## config.mk

```make
export PLATFORM = sky130hd
export DESIGN_NAME = ms_delay_timer
export DESIGN_NICKNAME = d
export VERILOG_FILES = /design/src/rtl/ms_delay_timer_pkg.sv /design/src/rtl/ms_tick_qual.sv /design/src/rtl/ms_delay_timer.sv
export SDC_FILE = /design/constraint.sdc
export NUM_CORES = 1
export LEC_CHECK = 0
export BUFFER_PORTS_ARGS = -buffer_cell sky130_fd_sc_hd__buf_2
export CORE_MARGIN = 4
export CORE_UTILIZATION = 55
export DETAILED_ROUTE_END_ITERATION = 16
export HOLD_SLACK_MARGIN = 0.15
export PLACE_DENSITY = 0.89
export SETUP_SLACK_MARGIN = 0.1
export SLEW_MARGIN = 10
export SYNTH_ARGS = -nofsm -noshare
export SYNTH_HDL_FRONTEND = slang
export SYNTH_SLANG_ARGS = --single-unit
export TNS_END_PERCENT = 30
```

## constraint.sdc

```tcl
create_clock -name clk -period 4.41 [get_ports clk]
set_input_delay 0.6615 -clock clk [delete_from_list [all_inputs] [get_ports clk]]
set_output_delay 0.6615 -clock clk [all_outputs]
set_load 0.01 [all_outputs]
```

## src/rtl/ms_delay_timer_pkg.sv

```systemverilog
// ms_delay_timer_pkg
//   Shared definitions for the millisecond delay timer and its users:
//   FSM state encoding, default duration width and the named delays the
//   game sequencer programs into the timer.
package ms_delay_timer_pkg;

  // Default width of duration / remaining (max delay 2^12-1 = 4095 ms).
  localparam int unsigned DUR_W_DEF = 12;

  // Delay timer FSM states.
  typedef enum logic [1:0] {
    IDLE   = 2'd0,
    RUN    = 2'd1,
    PAUSED = 2'd2,
    DONE   = 2'd3
  } state_t;

  // Sequencer delays in milliseconds.
  localparam int unsigned LED_ON_MS  = 500;
  localparam int unsigned LED_OFF_MS = 250;
  localparam int unsigned GAP_MS     = 100;
  localparam int unsigned RESP_MS    = 2000;

endpackage

```

## src/rtl/ms_tick_qual.sv

```systemverilog
// ms_tick_qual
//   Qualifies the timeout pulse of the millisecond tick generator.
//   The generator holds its timeout high while its enable is low, so the
//   first enabled cycle may show a stale high. A tick is only counted when
//   the enable was already high in the previous cycle.
// Ports:
//   clk      system clock
//   rst      synchronous active-high reset
//   tick_en  enable currently driven to the generator
//   ms_tick  timeout output of the generator
//   tick     counted-tick strobe (ms_tick qualified by delayed enable)
module ms_tick_qual (
  input  logic clk,
  input  logic rst,
  input  logic tick_en,
  input  logic ms_tick,
  output logic tick
);

  logic tick_en_q;

  always_ff @(posedge clk) begin
    if (rst) begin
      tick_en_q <= 1'b0;
    end else begin
      tick_en_q <= tick_en;
    end
  end

  assign tick = ms_tick & tick_en_q;

endmodule

```

## src/rtl/ms_delay_timer.sv

```systemverilog
// ms_delay_timer
//   Counts a programmed number of millisecond ticks and pulses done on
//   completion. Drives the enable of the millisecond tick generator and
//   consumes its timeout. Supports start, level pause and abort.
//   All outputs are decoded from registered state / registered count.
// Ports:
//   clk        system clock
//   rst        synchronous active-high reset
//   start      begin a delay of duration ms (accepted in IDLE only)
//   duration   delay length in ms, captured on accepted start
//   pause      level; suspends tick counting while high in RUN/PAUSED
//   abort      cancel delay, return to IDLE without done
//   ms_tick    timeout output of the millisecond tick generator
//   tick_en    enable to the millisecond tick generator (high in RUN)
//   busy       high in RUN or PAUSED
//   done       one-cycle completion pulse
//   remaining  ms still to count; 0 when idle
module ms_delay_timer
  import ms_delay_timer_pkg::*;
#(
  parameter int unsigned DUR_W = DUR_W_DEF
) (
  input  logic             clk,
  input  logic             rst,
  input  logic             start,
  input  logic [DUR_W-1:0] duration,
  input  logic             pause,
  input  logic             abort,
  input  logic             ms_tick,
  output logic             tick_en,
  output logic             busy,
  output logic             done,
  output logic [DUR_W-1:0] remaining
);

  state_t           state, state_n;
  logic [DUR_W-1:0] rem, rem_n;
  logic             tick;

  ms_tick_qual u_tick_qual (
    .clk     (clk),
    .rst     (rst),
    .tick_en (tick_en),
    .ms_tick (ms_tick),
    .tick    (tick)
  );

  always_ff @(posedge clk) begin
    if (rst) begin
      state <= IDLE;
      rem   <= '0;
    end else begin
      state <= state_n;
      rem   <= rem_n;
    end
  end

  // Priority in RUN/PAUSED: abort > completion > pause. A tick counted in
  // the cycle pause rises still decrements.
  always_comb begin
    state_n = state;
    rem_n   = rem;
    unique case (state)
      IDLE: begin
        if (start) begin
          if (duration == '0) begin
            state_n = DONE;
          end else begin
            rem_n   = duration;
            state_n = RUN;
          end
        end
      end
      RUN: begin
        if (abort) begin
          rem_n   = '0;
          state_n = IDLE;
        end else if (tick && (rem == DUR_W'(1))) begin
          rem_n   = '0;
          state_n = DONE;
        end else begin
          if (tick) begin
            rem_n = rem - DUR_W'(1);
          end
          if (pause) begin
            state_n = PAUSED;
          end
        end
      end
      PAUSED: begin
        if (abort) begin
          rem_n   = '0;
          state_n = IDLE;
        end else if (!pause) begin
          state_n = RUN;
        end
      end
      DONE: begin
        state_n = IDLE;
      end
      default: begin
        rem_n   = '0;
        state_n = IDLE;
      end
    endcase
  end

  assign tick_en   = (state == RUN);
  assign busy      = (state == RUN) || (state == PAUSED);
  assign done      = (state == DONE);
  assign remaining = rem;

endmodule

```

Word level (Yosys, flattened, before mapping)
Cells that the tools add are included.

storage, ports and cells
  register bits after elaboration = 15
  output and inout bits = 15
  word-level logic and storage cells = 37

cells by class
  add/sub/neg operators = 1
  equal/unequal tests = 10
  muxes and demuxes = 15
  bitwise logic cells = 1
  reduce and logical (&&, ||, !) cells = 7

operators by type and width
  kind                                                                   number
  12-bit 2-to-1 mux                                                      6
  12-bit case mux with 3 select lines                                    1
  2-bit 2-to-1 mux                                                       7
  12-bit by 1-bit == test with 1-bit output (second input constant)      1
  12-bit logical NOT                                                     1
  12-bit by 1-bit subtractor with 12-bit output (second input constant)  1
  4-bit != test (second input constant)                                  2
  2-bit case mux with 4 select lines                                     1
  2-bit != test (second input constant)                                  3
  5-bit AND reduction                                                    1
  2-bit == test (second input constant)                                  2
  3-bit != test (second input constant)                                  1
  3-bit AND reduction                                                    1
  3-bit nonzero test                                                     1
  2-bit by 1-bit == test with 1-bit output (second input constant)       1
  2-bit logical NOT                                                      1
  1-bit bitwise AND                                                      1
  1-bit logical AND                                                      1
  1-bit logical OR                                                       1

Longest topological paths before layout
  word-level depth = 5
  gate-level depth with buffers = 8

By module
Synthesis repeated with hierarchy kept, for this count alone.

unflattened totals
  cell total of the unflattened synthesis = 141
  area, all modules = 1141.1 um^2

modules (own cells, without submodules)
  module          instances  cells each  area an instance (um^2)
  ms_delay_timer  1          138         1101.1
  ms_tick_qual    1          3           40.0

Least setup slack after synthesis
Ideal clock, no wire load.

  kind = flip-flop to flip-flop
  from = reg rem[1] (netlist: remaining[1])
  to = reg rem[11] (netlist: remaining[11])
  data arrival time = 1776 ps
  data required time = 4322 ps
  slack = 2546 ps
  cell stages (with the launch flop) = 8
  buffers on the path = 0
  cell sequence = dfxtp_1 > inv_1 > ha_1 > and4b_4 > a41o_4 > or2_0 > o32a_1 > o32ai_2

on the way
  longest elaborated chain between the ends = 5
  elaborated cells on any way between the ends = 9
  those cells by class = add/sub (1); eq/ne (2); mux (4); reduce/logical (2)

ends and longest elaborated chain
  what                                                                                                        line                                        RTL
  from (decl)                                                                                                 ms_delay_timer.sv:37                        logic [DUR_W-1:0] rem, rem_n;
  from (signal assigned)                                                                                      ms_delay_timer.sv:54                        rem <= rem_n;
  12-bit by 1-bit subtractor with 12-bit output or 12-bit by 1-bit == test with 1-bit output (tied branches)  ms_delay_timer.sv:83, ms_delay_timer.sv:78
  12-bit 2-to-1 mux or 1-bit logical AND (tied branches)                                                      ms_delay_timer.sv:82, ms_delay_timer.sv:78
  12-bit 2-to-1 mux                                                                                           ms_delay_timer.sv:78                        end else if (tick && (rem == DUR_W'(1))) begin
  12-bit 2-to-1 mux                                                                                           ms_delay_timer.sv:75                        if (abort) begin
  12-bit case mux with 3 select lines                                                                         ms_delay_timer.sv:63                        unique case (state)

Parallel ways exist; a longest one is shown, timed or not. The select of a mux whose other input is x is not followed.
A chain may end at the register's enable or synchronous reset.

Worst setup path in the final report
  from = reg state[0]
  to = reg rem[4] (netlist: remaining[4])

on the way
  longest elaborated chain between the ends = 3
  elaborated cells on any way between the ends = 10
  those cells by class = eq/ne (6); mux (1); reduce/logical (3)

ends and longest elaborated chain
  what                                                                    line                  RTL
  from (decl)                                                             ms_delay_timer.sv:36  state_t state, state_n;
  from (signal assigned)                                                  ms_delay_timer.sv:53  state <= state_n;
  2-bit by 1-bit == test with 1-bit output, or another cell as far along  ms_delay_timer.sv:63
  4-bit != test (no line), or another cell as far along                   n/a
  5-bit AND reduction (no line)                                           n/a

Parallel ways exist; a longest one is shown, timed or not.

==> results.md <==
* Most frequent cells in the layout: buf_2, inv_1, dfxtp_1
* Placer Congestion at 0.867
* Clock transition at path regs at 0.09 ns
* Family with the most delay on the worst path: compound AO/OA/AOI/OAI gates
* Number of remaining DRC errors at 0
* PostCTS Resize Cnt at 0
* Synth Cell Area at 1140 um^2
* Hold Crit Depth at 2
* Die ar. at 2860 um^2
* WL/cell at 15.4 um
* Die height at 53.5 um
* Critical Path RT at 4.57 ns
* Grt ovf at 0
* Hold Vio Cnt, Final at 0
* Syn Inst Count at 138
* Core ar. at 1960 um^2
* Vias in the first global route at 1124
* Critical R2R Launch: state[0]$_SDFFE_PP0P_
* Ant. Diodes at 0
* Layout cells sized above 1 at 29.2%
* Register area share after synthesis at 26.4%
* Storage element area at 300 um^2
* Commonest non-fill, non-tap cell in the layout: buf_2
* Fill cells at 198
* Via count at 1233
* Clk sinks at 15
* Seq cells post-synth at 15
* Crit Path Category: reg2reg
* Flop-to-flop setup slack at 2.04 ns
* First-pass GRT wire length at 4.82 mm
* Mapped Nets at 163
* Buffers added on ports at 32
* CTS root buf: clkbuf_4
* Worst path depth at 7
* Starting Density at 58.0%
* HPWL Detailed at 2.38 mm
* PwrDens at 745 nW/um^2
* CTS buffer count at 3
* Synth-to-layout area growth at 16.3%
* Top_reg_cell synth: dfxtp_1
* Worst hold slack at 0.512 ns
* Final setup viols at 0
* Initial antenna violation count at 0
* CP Launch Type: register
* Final ANT Viol Nets at 0
* Rows at 16
* Layout Skew at 0.00512 ns
* Arrival time worst endpoint at 2.53 ns
* Crit path cell chain: inv_1 -> ha_1 -> inv_2 -> nor2_1 -> o22ai_2 -> or2_2 -> o32ai_1
* Number of H-tree levels at 1
* CP Launch Point: state[0]$_SDFFE_PP0P_
* Unrepaired setup endpoints after global routing: no
* Hold/Removal Path Class: reg2reg
* FFs w/ async S/R, synth at 0%
* Yosys Warn Count at 0
* Pre-antenna DRT Iters at 5
* Slew Limit Headroom at 38.8%
* Overall Global Routing Usage at 22.8%
* TritonCTS clock tree: yes
* Fmax at 421 MHz
* Starting DRT DRC Count at 43
* Setup_tns at 0 ns
* Nets at 194
* R2R depth at 7
* Die width at 53.5 um
* LEAKAGE at 0.558 nW
* Outcome: finished, final reports clean
* Worst-Skew Late Latency at 0.29 ns
* VDD IR max at 436 uV
* Worst-path fanout max at 19
* Synthesized area per cell at 8.24 um^2
* Post-CTS Setup Bufs at 0
* Hold Buf Count CTS at 0
* CP bufs+invs at 2
* Fin. max-slew vios at 0
* Footprint of the multi-input gates at 742 um^2
* Vias per cell at 6.32
* Max clock buf depth at 2
* CP peak stage delay at 0.47 ns
* Tcrit/Tclk final at 53.8%
* Io pins at 33
* Worst slew pin tran at 0.896 ns
* Crit path capture type: register
* Hold_sp: remaining[10]$_SDFFE_PP0P_
* Post-synthesis cell type count at 42
* Max cap viols at 0
* Number of flops mapped to enable cells by yosys at 0
* Routed wire length at 3.00 mm
* Largest net degree at the start of global routing at 20
* Fin crit period at 2.37 ns
* Slowest CP cell: o22ai_2
[registers in the layout, summed over array words and instances (netlist names)]
signal	count
state	2
u_tick_qual.tick_en_q	1
remaining	12
[Yosys cell counts, types with 3 or more instances]
| library cell | instances | area share [%] |
|---|---|---|
| nand2_1 | 8 | 2.6 |
| nand3_1 | 3 | 1.3 |
| clkbuf_1 | 3 | 0.99 |
| o32ai_1 | 7 | 5.4 |
| inv_1 | 15 | 5.0 |
| a211oi_1 | 5 | 3.3 |
| nor4_1 | 3 | 1.7 |
| nor2_1 | 8 | 2.6 |
| nor3_1 | 9 | 4.0 |
| a21oi_1 | 13 | 5.7 |
| a22oi_1 | 4 | 2.6 |
| nor2b_1 | 3 | 1.7 |
| nor3_2 | 3 | 2.6 |
| ha_1 | 7 | 7.7 |
| dfxtp_1 | 15 | 26 |
| o32ai_2 | 3 | 4.3 |
[worst reg2reg max path: cells and delay by family (launching register included)]
kind            cells  cell delay (ns)
simple gates        2             0.46
flops               1             0.43
compound gates      2             0.59
fa+ha+maj           1             0.38
buf+inv             2             0.38
[per-stage QoR]
stage	utilization (%)	power (mW)	worst slack [ns]	instance area [um^2]	std cells
floorplan	-	0.740	2.55	1140	138
global placement	66.1	0.880	2.08	1300	191
detailed placement	66.1	0.897	2.04	1300	191
CTS	67.4	0.978	2.10	1320	195
global route	67.4	1.07	1.87	1320	195
finish	67.4	0.986	2.04	1320	195
[report_power, final]
part	switching, mW	internal [mW]	leakage (nW)
combinational	0.408	0.253	0.420
clock	0.0438	0.0352	0.0150
sequential	0.0611	0.184	0.123
total	0.513	0.472	0.558
[layout make-up]
cell class	instances	share of cell area [%]
Multi-Input combinational cell	101	56.1
Sequential cell	15	22.7
Timing Repair Buffer	32	12.1
Inverter	16	4.54
Tap cell	27	2.55
Clock buffer	4	1.99
[kinds of logic after synthesis]
kind of cell    share of synthesized area [%]
compound gates                           31.1
fa+ha+maj                                7.70
simple gates                             25.5
mux                                     0.880
buf+inv                                  8.36
flops                                    26.4
[path summary, 6_finish.rpt]
check | endpoint
worst max-delay path | remaining[4]$_SDFFE_PP0P_
worst min-delay path | remaining[10]$_SDFFE_PP0P_
worst max register to register | remaining[4]$_SDFFE_PP0P_
worst min register to register | remaining[10]$_SDFFE_PP0P_
[layer usage]
layer	track usage [%]	share of wire, %
met4	11.9	3.1
met1	26.8	41
met3	3.94	8.2
met2	38.6	48
met5	0	0
No activity file was read; power rests on OpenSTA's default activity.
